<file path="src/rtl/multi_timer.sv">
// rtl/multi_timer.sv - shared DMG divider with NUM_CH independent TIMA/TMA/TAC timer channels
// Reproduces falling-edge increment glitches and the 4-tick delayed overflow reload.
module multi_timer #(
  parameter int          NUM_CH    = 1,
  parameter logic [15:0] BASE_ADDR = 16'hFF04,
  parameter int          DIV_W     = 16
) (
  input  logic              clk,
  input  logic              reset,
  input  logic              tick,
  input  logic [15:0]       addr,
  input  logic [7:0]        wdata,
  input  logic              wr_en,
  input  logic              rd_en,
  output logic [7:0]        rdata,
  output logic              hit,
  output logic [NUM_CH-1:0] irq
);

  typedef enum logic [1:0] {ST_RUN, ST_DELAY, ST_RELOAD} state_t;

  localparam logic [15:0] SPAN = 16'(1 + 3 * NUM_CH);

  logic [DIV_W-1:0]  div_q;
  logic [15:0]       div16;
  logic [7:0]        div_hi;
  logic [15:0]       offset;
  logic              in_range;
  logic              div_we;
  logic [NUM_CH-1:0] tima_we;
  logic [NUM_CH-1:0] tma_we;
  logic [NUM_CH-1:0] tac_we;
  logic [7:0]        tima_v [NUM_CH];
  logic [7:0]        tma_v  [NUM_CH];
  logic [2:0]        tac_v  [NUM_CH];
  logic [7:0]        rd_val;

  // Offset wraps for addresses below BASE_ADDR, so one compare covers both ends.
  assign offset   = addr - BASE_ADDR;
  assign in_range = offset < SPAN;
  assign div_we   = wr_en && (offset == 16'd0);
  assign div16    = 16'(div_q);
  assign div_hi   = 8'(div16 >> 8);

  always_comb begin
    tima_we = '0;
    tma_we  = '0;
    tac_we  = '0;
    for (int k = 0; k < NUM_CH; k++) begin
      tima_we[k] = wr_en && (offset == 16'(1 + 3 * k));
      tma_we[k]  = wr_en && (offset == 16'(2 + 3 * k));
      tac_we[k]  = wr_en && (offset == 16'(3 + 3 * k));
    end
  end

  always_comb begin
    rd_val = 8'hFF;
    if (offset == 16'd0) rd_val = div_hi;
    for (int k = 0; k < NUM_CH; k++) begin
      if (offset == 16'(1 + 3 * k)) rd_val = tima_v[k];
      if (offset == 16'(2 + 3 * k)) rd_val = tma_v[k];
      if (offset == 16'(3 + 3 * k)) rd_val = {5'b11111, tac_v[k]};
    end
  end

  always_ff @(posedge clk) begin
    if (reset) begin
      div_q <= '0;
      rdata <= 8'hFF;
      hit   <= 1'b0;
    end else begin
      if (div_we)    div_q <= '0;
      else if (tick) div_q <= div_q + DIV_W'(1);
      if (rd_en) rdata <= rd_val;
      hit <= (rd_en || wr_en) && in_range;
    end
  end

  for (genvar k = 0; k < NUM_CH; k++) begin : g_ch
    state_t     state_q, state_d;
    logic [7:0] tima_q, tima_d, tma_q;
    logic [2:0] tac_q, cnt_q, cnt_d;
    logic       sel_bit, src, src_prev, fall;

    always_comb begin
      sel_bit = div_q[9];
      case (tac_q[1:0])
        2'b01:   sel_bit = div_q[3];
        2'b10:   sel_bit = div_q[5];
        2'b11:   sel_bit = div_q[7];
        default: sel_bit = div_q[9];
      endcase
    end

    // src_prev follows every clk, so DIV/TAC writes produce glitch edges too.
    assign src  = tac_q[2] & sel_bit;
    assign fall = src_prev & ~src;

    always_comb begin
      state_d = state_q;
      tima_d  = tima_q;
      cnt_d   = cnt_q;
      case (state_q)
        ST_RUN: begin
          if (tima_we[k]) begin
            tima_d = wdata;
          end else if (fall) begin
            if (tima_q == 8'hFF) begin
              tima_d  = 8'h00;
              cnt_d   = 3'd4;
              state_d = ST_DELAY;
            end else begin
              tima_d = tima_q + 8'd1;
            end
          end
        end
        ST_DELAY: begin
          if (tima_we[k]) begin
            tima_d  = wdata;
            state_d = ST_RUN;
          end else if (tick) begin
            cnt_d = cnt_q - 3'd1;
            if (cnt_q == 3'd1) state_d = ST_RELOAD;
          end
        end
        ST_RELOAD: begin
          // A TMA write landing now is what gets loaded; TIMA writes are dropped.
          tima_d  = tma_we[k] ? wdata : tma_q;
          state_d = ST_RUN;
        end
        default: state_d = ST_RUN;
      endcase
    end

    always_ff @(posedge clk) begin
      if (reset) begin
        state_q  <= ST_RUN;
        tima_q   <= 8'h00;
        tma_q    <= 8'h00;
        tac_q    <= 3'd0;
        cnt_q    <= 3'd0;
        src_prev <= 1'b0;
      end else begin
        state_q  <= state_d;
        tima_q   <= tima_d;
        cnt_q    <= cnt_d;
        src_prev <= src;
        if (tma_we[k]) tma_q <= wdata;
        if (tac_we[k]) tac_q <= wdata[2:0];
      end
    end

    assign tima_v[k] = tima_q;
    assign tma_v[k]  = tma_q;
    assign tac_v[k]  = tac_q;
    assign irq[k]    = (state_q == ST_RELOAD);
  end

endmodule

</file>
<file path="config.mk">
export PLATFORM = sky130hd
export DESIGN_NAME = multi_timer
export DESIGN_NICKNAME = d
export VERILOG_FILES = /design/src/rtl/multi_timer.sv
export SDC_FILE = /design/constraint.sdc
export NUM_CORES = 1
export LEC_CHECK = 0
export BUFFER_PORTS_ARGS = -buffer_cell sky130_fd_sc_hd__buf_2
export CORE_ASPECT_RATIO = 0.9
export CORE_MARGIN = 2
export CORE_UTILIZATION = 25
export CTS_BUF_LIST = sky130_fd_sc_hd__clkbuf_4
export CTS_CLUSTER_DIAMETER = 40
export DETAILED_ROUTE_END_ITERATION = 12
export PLACE_DENSITY_LB_ADDON = 0.2
export SETUP_SLACK_MARGIN = 0.2
export SYNTH_ARGS = -nofsm -noshare
export SYNTH_HDL_FRONTEND = slang
export SYNTH_SLANG_ARGS = --single-unit
export TNS_END_PERCENT = 30
</file>
<file path="constraint.sdc">
create_clock -name clk -period 7.54 [get_ports clk]
set_input_delay 1.508 -clock clk [delete_from_list [all_inputs] [get_ports clk]]
set_output_delay 1.508 -clock clk [all_outputs]
set_load 0.01 [all_outputs]
</file>
==> tab_implementation.tex, run 1 <==
\begin{tabular}{lr}
\hline
Metric & Value \\
\hline
\multicolumn{2}{l}{\textbf{Clock tree}} \\
Setup fix buffers added after clock tree synthesis & 0 \\
Buffer depth of the longest clock path & 2 \\
Clock transition at the register clock pins on the worst setup and hold paths after CTS & approximately 0.15 ns \\
Quantity of gates resized following cts & 0 \\
Skew-Pair Late Insertion Delay & about 0.37 ns \\
Hold-fix buffers at CTS & 0 \\
Number of buffers created by CTS & 5 \\
Root Buffer & sky130\_fd\_sc\_hd\_\_clkbuf\_4 \\
TritonCTS clock tree & yes \\
Number of clock sinks seen by CTS & 50 \\
CTS H-tree depth & 2 \\
\multicolumn{2}{l}{\textbf{Layout}} \\
Filler cells & 1182 \\
Number of nets in the final layout & around 400 \\
Growth of design area from synthesis to finish & 13.31\% \\
Diode count & 0 \\
Final cell area excluding filler cells & 0.003227 mm2 \\
Fraction of final layout cells sized beyond drive strength 1 & 0.1722 \\
\multicolumn{2}{l}{\textbf{Run status}} \\
Run status & finished clean \\
\multicolumn{2}{l}{\textbf{STA}} \\
Normalized max-slew margin & 0.1956 \\
Number of max-slew violations in the final report & 0 \\
Final min period & roughly 4.2 ns \\
F\_max & 236.5 MHz \\
Share of the clock period used by the worst path & 0.5607 \\
Total count of hold-check failures in the final report & 0 \\
Worst-case clock skew & 0.008901 ns \\
Pin slew with the least headroom to its limit & between 1 and 1.5 ns \\
Total negative setup slack & 0 ns \\
Unrepaired setup endpoints after global routing & no \\
Final setup violation count & 0 \\
\multicolumn{2}{l}{\textbf{Synthesis}} \\
Yosys top cell by area & sky130\_fd\_sc\_hd\_\_dfxtp\_1 \\
Library cells used by synthesis & 53 \\
Ranking of synthesized cells by area & sky130\_fd\_sc\_hd\_\_dfxtp\_1 (35\%), sky130\_fd\_sc\_hd\_\_nor2\_1 (5.5\%), sky130\_fd\_sc\_hd\_\_xor2\_1 (4.0\%), sky130\_fd\_sc\_hd\_\_ha\_1 (3.5\%), sky130\_fd\_sc\_hd\_\_mux2i\_1 (3.5\%) \\
Net count of the mapped netlist & 369 \\
Yosys warns & 0 \\
Seq/Total Area, Yosys & 0.3515 \\
Average cell area after synthesis & approximately 8.6 um2 \\
Top post-synthesis cells by count & sky130\_fd\_sc\_hd\_\_dfxtp\_1 (50), sky130\_fd\_sc\_hd\_\_nor2\_1 (42), sky130\_fd\_sc\_hd\_\_nand2\_1 (25) \\
Post-synth EDFFs & 0 \\
Mapped Cells & 332 \\
Most common cell in the netlist & sky130\_fd\_sc\_hd\_\_dfxtp\_1 \\
Share of async-settable or async-resettable flops after synthesis & 0 \\
Ys flop type & sky130\_fd\_sc\_hd\_\_dfxtp\_1 \\
Share of Yosys cell area claimed by the top area cell type & 0.3515 \\
Netlist area before placement & between 0.002 and 0.003 mm2 \\
Seq cells post-synth & 50 \\
\multicolumn{2}{l}{\textbf{Placed design}} \\
GP Congestion & between 0.7 and 0.8 \\
Count of input and output buffers & 38 \\
DPL Wire Length & 5409 um \\
Placement-stage cell area & roughly 0.0031 mm2 \\
\multicolumn{2}{l}{\textbf{Global route}} \\
Maximum number of pins on one net before global-route repair & 33 \\
Antenna violations before repair & 0 \\
Via count of the first global-routing pass & around 2400 \\
Gr usage total & 0.1290 \\
Total congestion overflow & 0 \\
First-pass GRT wire length & approximately 13000 um \\
\multicolumn{2}{l}{\textbf{Drt}} \\
DRC errors left & 0 \\
First-pass iteration count of the detailed router & 4 \\
Met3 wire length & approximately 300 um \\
Via-per-instance ratio & $\sim$4.8 \\
Met2 layer wire length in the routed design & 3170 um \\
Number of nets with antenna violations after routing & 0 \\
Routed length on met1 & 3834 um \\
Wirelength per Cell & around 14 um \\
Total number of vias & roughly 2500 \\
Number of DRC markers in iteration 0 & around 140 \\
DR top layer & met4 \\
Total length of routed wires & 7388 um \\
\multicolumn{2}{l}{\textbf{Die}} \\
Placeable Area & between 0.01 and 0.015 mm2 \\
Total number of placement rows & 36 \\
Die width & $\sim$120 um \\
I/O pin cnt & 39 \\
Starting density of the core & 0.2602 \\
Die Footprint & 0.01226 mm2 \\
Vertical extent of the die & 105.3 um \\
\multicolumn{2}{l}{\textbf{Power and ir drop}} \\
Power density over cell area & between 100 and 150 mW/mm2 \\
Peak supply drop & $\sim$0.000054 V \\
Leakage power & roughly 1.1 nW \\
\multicolumn{2}{l}{\textbf{Min path}} \\
Number of stages on the worst hold path & 2 \\
Worst min-delay path class & reg2reg \\
\multicolumn{2}{l}{\textbf{Critical path}} \\
Number of cell instances on the worst register-to-register path & 6 \\
CP peak stage delay & 0.74 ns \\
Cells along the critical path & buf\_2 -> or4b\_4 -> nor4\_4 -> nand3\_1 -> a21oi\_2 -> nand3\_1 -> o221ai\_1 \\
Data arrival at the endpoint of the critical path & between 4 and 5 ns \\
CP max stage cell & sky130\_fd\_sc\_hd\_\_a21oi\_2 \\
Setup CP Type & in2reg \\
Cell seen most often among critical-path stages & sky130\_fd\_sc\_hd\_\_nand3\_1 \\
CP Capture Type & flip-flop \\
Crit Path Max Fanout & 17 \\
Critical path launch point type & primary input \\
CP Data Required Time & $\sim$7.8 ns \\
\multicolumn{2}{l}{\textbf{Run}} \\
Max-capacitance violation count & 0 \\
\hline
\end{tabular}
==> routing by layer <==
layer | vias up | GRT usage
li1 | 1242 | -
met1 | 1163 | 0.1854
met2 | 49 | 0.1968
met3 | 7 | 0.02760
met4 | 0 | 0.02976
met5 | - | 0
==> power by group <==
part / switching, mW / internal, mW / leakage (nW)
Combinational: 0.0171 / 0.0108 / 0.699
Clock: 0.0909 / 0.0737 / 0.0419
Sequential: 0.00126 / 0.266 / 0.403
==> worst max-delay path: cells and delay by family <==
family | cells | cell delay, ns
AO/OA/AOI/OAI | 2 | 0.98
buffers and inverters | 1 | 0.09
AND/OR/NAND/NOR | 4 | 1.93
==> final cells by class <==
class / instances / area, um2 / area share
Clock buffer: 6 / 45.04 / 0.01396
Clock inverter: 2 / 37.54 / 0.01163
Inverter: 14 / 52.55 / 0.01629
Multi-Input combinational cell: 250 / 1710 / 0.5301
Sequential cell: 50 / 1001 / 0.3102
Tap cell: 152 / 190.2 / 0.05894
Timing Repair Buffer: 38 / 190.2 / 0.05894
==> cells by family after synthesis <==
| family | count (synthesis) | share of synthesized area |
|---|---|---|
| AND/OR/NAND/NOR | 138 | 0.2465 |
| AO/OA/AOI/OAI | 62 | 0.1573 |
| flip-flops | 50 | 0.3515 |
| buffers and inverters | 32 | 0.04789 |
| multiplexers | 24 | 0.1063 |
| XOR/XNOR | 18 | 0.05536 |
| adder cells (fa/ha/maj) | 8 | 0.03515 |
==> registers in the layout (all words and copies together), names as in the netlist <==
name           count
div16             16
g_ch.cnt_q         3
g_ch.src_prev      1
g_ch.state_q       2
g_ch.tac_q         3
g_ch.tima_q        8
g_ch.tma_q         8
hit                1
rdata              8
==> per-stage QoR <==
| stage | util | setup slack (ns) | std cells | total power, mW | hold WS (ns) |
|---|---|---|---|---|---|
| after CTS | 0.2948 | 3.365 | 512 | 0.4678 | 0.5028 |
| final | 0.2948 | 3.312 | 512 | 0.4592 | 0.4952 |
| after detailed placement | 0.2873 | 2.967 | 504 | 0.3005 | 0.4694 |
| after global routing | 0.2948 | 3.081 | 512 | 0.4806 | 0.5256 |
| after global placement | 0.2873 | 3.079 | 504 | 0.3005 | 0.4582 |
| after floorplan | - | 4.111 | 332 | 0.2872 | 0.4604 |
==> cell usage in the layout, fill, tap and decap left out, types with 4 or more instances in the layout <==
master,count
sky130_fd_sc_hd__mux2_1,5
sky130_fd_sc_hd__nor2b_1,6
sky130_fd_sc_hd__nand2_1,25
sky130_fd_sc_hd__xor2_1,13
sky130_fd_sc_hd__o22ai_1,6
sky130_fd_sc_hd__inv_1,14
sky130_fd_sc_hd__mux2_2,5
sky130_fd_sc_hd__nand2b_1,13
sky130_fd_sc_hd__o21ai_0,12
sky130_fd_sc_hd__o221ai_1,5
sky130_fd_sc_hd__nor2_1,42
sky130_fd_sc_hd__clkbuf_4,6
sky130_fd_sc_hd__buf_2,38
sky130_fd_sc_hd__mux2i_1,10
sky130_fd_sc_hd__nor3_1,8
sky130_fd_sc_hd__mux4_2,4
sky130_fd_sc_hd__xnor2_1,5
sky130_fd_sc_hd__nand4_1,9
sky130_fd_sc_hd__ha_1,8
sky130_fd_sc_hd__a21oi_1,11
sky130_fd_sc_hd__nand3_1,18
sky130_fd_sc_hd__dfxtp_1,50
==> worst paths after layout <==
path | startpoint | to | slack [ns]
setup / recovery | addr[3] | g_ch[0].tima_q[4] | 3.31
hold / removal | rdata[6] | rdata[6] | 0.50
setup reg to reg | g_ch[0].tac_q[1] | g_ch[0].tima_q[4] | 5.03
hold reg to reg | rdata[6] | rdata[6] | 0.50
(Power assumes the default switching activity.)
==> run 2, diff against run 1 <==
- clock period: 7.54 -> 3.7 ns (I/O delays scaled with it)
==> run 2 against run 1 <==
Effect of this change:
- worst setup slack got worse by 2.3 ns
- worst hold slack barely moved
- total power up 120%
- clock power rose by 140%
- design area increased by 1.7%
==> tab_implementation.tex, run 2 (same netlist as run 1, synthesis figures left out) <==
\begin{tabular}{lr}
\hline
Metric & Value \\
\hline
\multicolumn{2}{l}{\textbf{Run status}} \\
Run status & finished clean \\
\multicolumn{2}{l}{\textbf{Clock tree}} \\
TritonCTS clock tree & yes \\
Setup fix buffers added after clock tree synthesis & 0 (unchanged) \\
Quantity of gates resized following cts & 0 (unchanged) \\
Number of buffers created by CTS & 5 (unchanged) \\
Buffer depth of the longest clock path & 2 (unchanged) \\
Number of clock sinks seen by CTS & 50 (unchanged) \\
Skew-Pair Late Insertion Delay & 0.38 ns (about the same) \\
Clock transition at the register clock pins on the worst setup and hold paths after CTS & 0.14 ns (about the same) \\
Root Buffer & sky130\_fd\_sc\_hd\_\_clkbuf\_4 \\
Hold-fix buffers at CTS & 0 (unchanged) \\
CTS H-tree depth & 2 (unchanged) \\
\multicolumn{2}{l}{\textbf{Critical path}} \\
Cells along the critical path & buf\_2 -> or4b\_4 -> nor4\_4 -> buf\_4 -> nand3\_1 -> a21oi\_2 -> o221ai\_1 -> a21oi\_1 \\
Startpoint of the worst-slack reg-to-reg timing path & g\_ch[0].tac\_q[1] \\
CP peak stage delay & 0.58 ns (-0.16 ns) \\
Number of cell instances on the worst register-to-register path & 6 (unchanged) \\
Setup CP Type & in2reg \\
Terminus of the critical flop-to-flop path & g\_ch[0].tima\_q[5] \\
CP Capture Type & flip-flop \\
CP max stage cell & sky130\_fd\_sc\_hd\_\_a21oi\_2 \\
R2R setup slack & 1.23 ns (-3.80 ns) \\
CP Data Required Time & 4.02 ns (-3.81 ns) \\
Data arrival at the endpoint of the critical path & 2.97 ns (-1.55 ns) \\
Crit Path Max Fanout & 17 (unchanged) \\
Cell family with the largest share of critical-path delay & compound AO/OA/AOI/OAI gates \\
Count of buffering cells on the critical path with inverters included & 2 (+1) \\
Critical path launch point type & primary input \\
\multicolumn{2}{l}{\textbf{Global route}} \\
Maximum number of pins on one net before global-route repair & 33 (unchanged) \\
Antenna violations before repair & 0 (unchanged) \\
Gr usage total & 0.1257 (-0.003316) \\
Via count of the first global-routing pass & 2303 (-5.7\%) \\
Total congestion overflow & 0 (unchanged) \\
First-pass GRT wire length & 12180 um (-3.2\%) \\
\multicolumn{2}{l}{\textbf{Die}} \\
Starting density of the core & 0.2602 (unchanged) \\
Vertical extent of the die & 105.3 um (unchanged) \\
I/O pin cnt & 39 (unchanged) \\
Die width & 116.5 um (unchanged) \\
Placeable Area & 0.01095 mm2 (unchanged) \\
Die Footprint & 0.01226 mm2 (unchanged) \\
Total number of placement rows & 36 (unchanged) \\
\multicolumn{2}{l}{\textbf{STA}} \\
Worst-case clock skew & 0.01005 ns (+0.001144 ns) \\
Final min period & approximately 2.7 ns \\
Share of the clock period used by the worst path & 0.7181 \\
F\_max & 376.4 MHz \\
Number of max-slew violations in the final report & 0 (unchanged) \\
Pin slew with the least headroom to its limit & 0.6960 ns (-0.5033 ns) \\
Normalized max-slew margin & 0.5360 (+0.3403) \\
Unrepaired setup endpoints after global routing & no \\
Total count of hold-check failures in the final report & 0 (unchanged) \\
Final setup violation count & 0 (unchanged) \\
Total negative setup slack & 0 ns (unchanged) \\
\multicolumn{2}{l}{\textbf{Power and ir drop}} \\
Total Power Consumption & 0.9945 mW (+120\%) \\
Internal power & 0.7727 mW (+120\%) \\
Peak supply drop & 0.0001539 V (+190\%) \\
Sequential share of power & 0.547 (-0.034) \\
Leakage power & 1.180 nW (+3.1\%) \\
Combinational share of power & 0.059 (-0.002) \\
Clock power frac & 0.394 (+0.036) \\
Power density over cell area & 302.9 mW/mm2 (+110\%) \\
Switching power & 0.2218 mW (+100\%) \\
Switching part of the total & 0.2230 (-0.01479) \\
\multicolumn{2}{l}{\textbf{Min path}} \\
Number of stages on the worst hold path & 2 (unchanged) \\
Source of the worst hold timing path & rdata[4] \\
Hold Path End & rdata[4] \\
Worst min-delay path class & reg2reg \\
\multicolumn{2}{l}{\textbf{Drt}} \\
DRC errors left & 0 (unchanged) \\
Number of nets with antenna violations after routing & 0 (unchanged) \\
Via-per-instance ratio & 4.799 (-0.16\%) \\
Wirelength per Cell & 14.42 um (about the same) \\
First-pass iteration count of the detailed router & 4 (unchanged) \\
Total number of vias & 2481 (+0.81\%) \\
Number of DRC markers in iteration 0 & 88 (-36\%) \\
Total length of routed wires & 7457 um (+0.93\%) \\
\multicolumn{2}{l}{\textbf{Placed design}} \\
GP Congestion & 0.7459 (-2.8\%) \\
DPL Wire Length & 5429 um (+0.37\%) \\
Count of input and output buffers & 38 (unchanged) \\
Placement-stage cell area & 0.003182 mm2 (+1.2\%) \\
\multicolumn{2}{l}{\textbf{Layout}} \\
Number of flip-flops under the largest register name & 16 (unchanged) \\
Filler cells & 1201 (+1.6\%) \\
Most frequent standard cell in the layout excluding fill and tap cells & sky130\_fd\_sc\_hd\_\_dfxtp\_1 \\
Number of nets in the final layout & 401 (+1.3\%) \\
Area taken by flip-flops and latches & 0.001001 mm2 (unchanged) \\
Growth of design area from synthesis to finish & 15.29\% \\
Diode count & 0 (unchanged) \\
Final cell area excluding filler cells & 0.003283 mm2 (+1.7\%) \\
Commonest cells after routing, fill and taps aside & sky130\_fd\_sc\_hd\_\_dfxtp\_1 (50), sky130\_fd\_sc\_hd\_\_nor2\_1 (42), sky130\_fd\_sc\_hd\_\_buf\_2 (38) \\
Fraction of final layout cells sized beyond drive strength 1 & 0.1808 (+0.008600) \\
Multi-input logic area & 0.001710 mm2 (unchanged) \\
\multicolumn{2}{l}{\textbf{Run}} \\
Max-capacitance violation count & 0 (unchanged) \\
\hline
\end{tabular}
==> run 2: changes by cell type in the layout (fill, tap and decap cells not counted), sizes merged <==
cell / previous run / this run
clkinv: 0 / 1
bufinv: 1 / 2
clkbuf: 6 / 5
clkinvlp: 1 / 0
buf: 38 / 43
==> run 2: power groups by stage <==
stage	registers, mW	clock network [mW]	logic (mW)
finish	0.544	0.392	0.0590
global route	0.545	0.428	0.0658
CTS	0.544	0.409	0.0598
detailed placement	0.555	0	0.0597
global placement	0.555	0	0.0590
floorplan	0.555	0	0.0306
==> run 2: worst register-to-register path: stages, from the launching register on <==
cell	delay (ns)
sky130_fd_sc_hd__dfxtp_1	0.40
sky130_fd_sc_hd__mux4_2	0.58
sky130_fd_sc_hd__a21o_1	0.22
sky130_fd_sc_hd__a21o_1	0.20
sky130_fd_sc_hd__a21oi_2	0.57
sky130_fd_sc_hd__o221ai_1	0.25
sky130_fd_sc_hd__a21oi_1	0.18
==> run 2: worst max path at each step <==
stage	start	to	slack, ns	cells after the start
after detailed placement	addr[3]	g_ch[0].tima_q[6]	0.64	8
final	addr[3]	g_ch[0].tima_q[5]	1.04	8
after floorplan	addr[3]	g_ch[0].tima_q[4]	1.04	7
after global routing	addr[3]	g_ch[0].tima_q[5]	0.82	8
after global placement	addr[3]	g_ch[0].tima_q[6]	0.64	8
after CTS	addr[3]	g_ch[0].tima_q[6]	1.05	8
==> run 2: per-stage QoR <==
| step | util | worst slack [ns] | instances | hold slack (ns) |
|---|---|---|---|---|
| after floorplan | - | 1.039 | 332 | 0.4604 |
| after global placement | 0.2907 | 0.6422 | 509 | 0.4572 |
| after detailed placement | 0.2907 | 0.6357 | 509 | 0.4693 |
| after CTS | 0.3000 | 1.050 | 517 | 0.5057 |
| after global routing | 0.3000 | 0.8177 | 517 | 0.5325 |
| final | 0.3000 | 1.043 | 517 | 0.4953 |
==> run 2: metal layers <==
layer  share of wire  track usage  routed length [um]
met2            0.43       0.1852                3184
met1            0.52       0.1850                3861
met4           0.013      0.02976                  97
met3           0.042      0.02818                 314
met5               0            0                   0
==> run 2: area by class of cell <==
class                           instances  share of cell area
Multi-Input combinational cell        250              0.5210
Sequential cell                        50              0.3049
Timing Repair Buffer                   43             0.06936
Tap cell                              152             0.05793
Clock inverter                          3             0.01944
Inverter                               14             0.01601
Clock buffer                            5             0.01143
==> run 3, diff against run 2 <==
- ABC_AREA: default -> 1
- clock period: 3.7 -> 2.3 ns (I/O delays scaled with it)
==> run 3 against run 2 <==
Effect of this change:
- wire length grew 11%
- clock skew grew 0.0070 ns
- via count grew 22%
- worst hold slack lost 0.12 ns
- total power grew 43%
- first-iteration DRC count grew 94%
- non-clock buffer count grew 2
- critical path depth shrank 5
- global-route usage grew 0.85 points
- synthesized cell count grew 39%
- register-to-register slack lost 0.79 ns
- largest cell class unchanged
- largest power group unchanged
==> tab_implementation.tex, run 3 <==
\begin{tabular}{lr}
\hline
Metric & Value \\
\hline
\multicolumn{2}{l}{\textbf{Min path}} \\
Worst min-delay path class & in2reg \\
Source of the worst hold timing path & rd\_en \\
\multicolumn{2}{l}{\textbf{STA}} \\
Final setup violation count & 0 (unchanged) \\
Number of max-slew violations in the final report & 0 (unchanged) \\
Total count of hold-check failures in the final report & 0 (unchanged) \\
Total negative setup slack & 0 ns (unchanged) \\
Final min period & 1.928 ns \\
Normalized max-slew margin & 0.7094 (+0.1734) \\
Share of the clock period used by the worst path & 0.8382 \\
Worst-case clock skew & 0.01706 ns (+0.007018 ns) \\
Pin slew with the least headroom to its limit & 0.4355 ns (-0.2606 ns) \\
F\_max & 518.7 MHz \\
Unrepaired setup endpoints after global routing & no \\
\multicolumn{2}{l}{\textbf{Die}} \\
Die width & 119.8 um (+2.8\%) \\
Die Footprint & 0.01297 mm2 (+5.8\%) \\
Starting density of the core & 0.2529 (-0.007291) \\
I/O pin cnt & 39 (unchanged) \\
Placeable Area & 0.01193 mm2 (+9.0\%) \\
Total number of placement rows & 38 (+5.6\%) \\
Vertical extent of the die & 108.2 um (+2.8\%) \\
\multicolumn{2}{l}{\textbf{Layout}} \\
Number of flip-flops under the largest register name & 16 (unchanged) \\
Most frequent standard cell in the layout excluding fill and tap cells & sky130\_fd\_sc\_hd\_\_nand2\_1 \\
Growth of design area from synthesis to finish & 13.89\% \\
Fraction of final layout cells sized beyond drive strength 1 & 0.1417 (-0.03911) \\
Filler cells & 1372 (+14\%) \\
Diode count & 0 (unchanged) \\
Number of nets in the final layout & 537 (+34\%) \\
Core utilization of the finished layout & 0.2880 (-0.01195) \\
Count of non-filler cells in the finished layout & 661 (+28\%) \\
Commonest cells after routing, fill and taps aside & sky130\_fd\_sc\_hd\_\_nand2\_1 (112), sky130\_fd\_sc\_hd\_\_inv\_1 (61), sky130\_fd\_sc\_hd\_\_dfxtp\_1 (50) \\
\multicolumn{2}{l}{\textbf{Drt}} \\
Wirelength per Cell & 12.54 um (-13\%) \\
Number of DRC markers in iteration 0 & 171 (+94\%) \\
DRC errors left & 0 (unchanged) \\
Total length of routed wires & 8292 um (+11\%) \\
Total number of vias & 3018 (+22\%) \\
Via-per-instance ratio & 4.566 (-4.9\%) \\
First-pass iteration count of the detailed router & 4 (unchanged) \\
Number of nets with antenna violations after routing & 0 (unchanged) \\
\multicolumn{2}{l}{\textbf{Clock tree}} \\
Skew-Pair Late Insertion Delay & 0.39 ns (about the same) \\
CTS H-tree depth & 2 (unchanged) \\
Clock transition at the register clock pins on the worst setup and hold paths after CTS & 0.16 ns (+0.02 ns) \\
TritonCTS clock tree & yes \\
Buffer depth of the longest clock path & 2 (unchanged) \\
Root Buffer & sky130\_fd\_sc\_hd\_\_clkbuf\_4 \\
Number of clock sinks seen by CTS & 50 (unchanged) \\
Number of buffers created by CTS & 5 (unchanged) \\
Setup fix buffers added after clock tree synthesis & 0 (unchanged) \\
\multicolumn{2}{l}{\textbf{Global route}} \\
Total congestion overflow & 0 (unchanged) \\
Gr usage total & 0.1342 (+0.008513) \\
Met3 global-route usage & 0.02637 (-0.001806) \\
Antenna violations before repair & 0 (unchanged) \\
Maximum number of pins on one net before global-route repair & 22 (-33\%) \\
First-pass GRT wire length & 13810 um (+13\%) \\
Met2 usage & 0.2204 (+0.03519) \\
Via count of the first global-routing pass & 2838 (+23\%) \\
M1 GR Usage & 0.1817 (-0.003329) \\
Busiest layer in global routing & met2 \\
\multicolumn{2}{l}{\textbf{Power and ir drop}} \\
Power density over cell area & 414.4 mW/mm2 (+37\%) \\
Leakage power & 1.489 nW (+26\%) \\
Internal power & 1.038 mW (+34\%) \\
Clock power frac & 0.301 (-0.093) \\
Peak supply drop & 0.0002477 V (+61\%) \\
Total Power Consumption & 1.424 mW (+43\%) \\
Switching power & 0.3859 mW (+74\%) \\
Sequential share of power & 0.619 (+0.072) \\
Combinational share of power & 0.080 (+0.021) \\
Switching part of the total & 0.2710 (+0.04798) \\
\multicolumn{2}{l}{\textbf{Critical path}} \\
Setup CP Type & reg2out \\
Crit Path Max Fanout & 9 (-8) \\
Data arrival at the endpoint of the critical path & 1.47 ns (-1.50 ns) \\
Critical path launch point type & flip-flop \\
CP Data Required Time & 1.84 ns (-2.18 ns) \\
CP Capture Type & output port \\
Startpoint of the worst-slack reg-to-reg timing path & g\_ch[0].tima\_q[0] \\
Critical path startpoint & g\_ch[0].state\_q[0] \\
\multicolumn{2}{l}{\textbf{Synthesis}} \\
Share of Yosys cell area claimed by the top area cell type & 0.3317 (-0.01982) \\
Netlist area before placement & 0.003018 mm2 (+6.0\%) \\
Post-synth EDFFs & 0 (unchanged) \\
Mapped Cells & 462 (+39\%) \\
Most common cell in the netlist & sky130\_fd\_sc\_hd\_\_nand2\_1 \\
Library cells used by synthesis & 33 (-38\%) \\
Yosys top cell by area & sky130\_fd\_sc\_hd\_\_dfxtp\_1 \\
Share of async-settable or async-resettable flops after synthesis & 0 (unchanged) \\
Seq cells post-synth & 50 (unchanged) \\
Ranking of synthesized cells by area & sky130\_fd\_sc\_hd\_\_dfxtp\_1 (33\%), sky130\_fd\_sc\_hd\_\_nand2\_1 (14\%), sky130\_fd\_sc\_hd\_\_a21oi\_1 (7.8\%), sky130\_fd\_sc\_hd\_\_inv\_1 (7.6\%), sky130\_fd\_sc\_hd\_\_nand3\_1 (6.1\%) \\
Top post-synthesis cells by count & sky130\_fd\_sc\_hd\_\_nand2\_1 (112), sky130\_fd\_sc\_hd\_\_inv\_1 (61), sky130\_fd\_sc\_hd\_\_dfxtp\_1 (50) \\
Seq/Total Area, Yosys & 0.3317 (-0.01982) \\
Ys flop type & sky130\_fd\_sc\_hd\_\_dfxtp\_1 \\
Average cell area after synthesis & 6.532 um2 (-24\%) \\
Net count of the mapped netlist & 499 (+35\%) \\
Yosys warns & 0 (unchanged) \\
\multicolumn{2}{l}{\textbf{Run status}} \\
Run status & finished clean \\
\multicolumn{2}{l}{\textbf{Placed design}} \\
Count of input and output buffers & 38 (unchanged) \\
GP Congestion & 0.7901 (+5.9\%) \\
Placed cells & 653 (+28\%) \\
DPL Wire Length & 6516 um (+20\%) \\
\multicolumn{2}{l}{\textbf{Run}} \\
Max-capacitance violation count & 0 (unchanged) \\
\hline
\end{tabular}
run 3: final timing paths:
path,endpoint,cells after the start,slack [ns]
setup / recovery,irq,3,0.37
hold / removal,rdata[7],3,0.38
setup reg to reg,g_ch[0].cnt_q[0],10,0.44
hold reg to reg,g_ch[0].cnt_q[2],2,0.47
run 3: logic make-up after synthesis:
group,count (synthesis),synth area share
flip-flops,50,0.3317
AO/OA/AOI/OAI,86,0.1522
adder cells (fa/ha/maj),8,0.03317
XOR/XNOR,12,0.03483
AND/OR/NAND/NOR,230,0.3429
buffers and inverters,76,0.1053
run 3: layout make-up:
| cell class | count | area [um2] | share of cell area |
|---|---|---|---|
| Clock inverter | 3 | 18.77 | 0.005460 |
| Timing Repair Buffer | 45 | 242.7 | 0.07062 |
| Inverter | 62 | 232.7 | 0.06771 |
| Sequential cell | 50 | 1001 | 0.2912 |
| Tap cell | 160 | 200.2 | 0.05825 |
| Multi-Input combinational cell | 336 | 1704 | 0.4958 |
| Clock buffer | 5 | 37.54 | 0.01092 |
run 3: what timing repair did:
action,CTS,global route
hold buffers,0,0
setup endpoints to repair,0,5
resized for setup,0,2
run 3: through the flow:
step           instance area [um2]  hold slack (ns)  setup slack [ns]
6_report                      3437           0.3799            0.3721
5_1_grt                       3437           0.3747            0.2326
4_1_cts                       3432           0.3605            0.3073
3_5_place_dp                  3376           0.4493           0.04753
3_3_place_gp                  3376           0.4483           0.08359
2_1_floorplan                 3018           0.4332            0.5921
run 3: critical path: stages (launching register included):
cell	delay (ns)
sky130_fd_sc_hd__dfxtp_1	0.36
sky130_fd_sc_hd__inv_1	0.11
sky130_fd_sc_hd__ha_1	0.41
sky130_fd_sc_hd__buf_2	0.21
run 3: routing by layer:
layer  routed length, um  vias up
met4                  82        0
li1                    -     1584
met5                   0        -
met1                4174     1375
met3                 318        7
met2                3716       52
run 3: power groups by stage:
stage / clock network [mW] / registers [mW] / logic, mW
after global placement: 0 / 0.900 / 0.116
after detailed placement: 0 / 0.900 / 0.115
after CTS: 0.456 / 0.882 / 0.116
after floorplan: 0 / 0.903 / 0.0562
after global routing: 0.492 / 0.883 / 0.128
final: 0.428 / 0.881 / 0.114
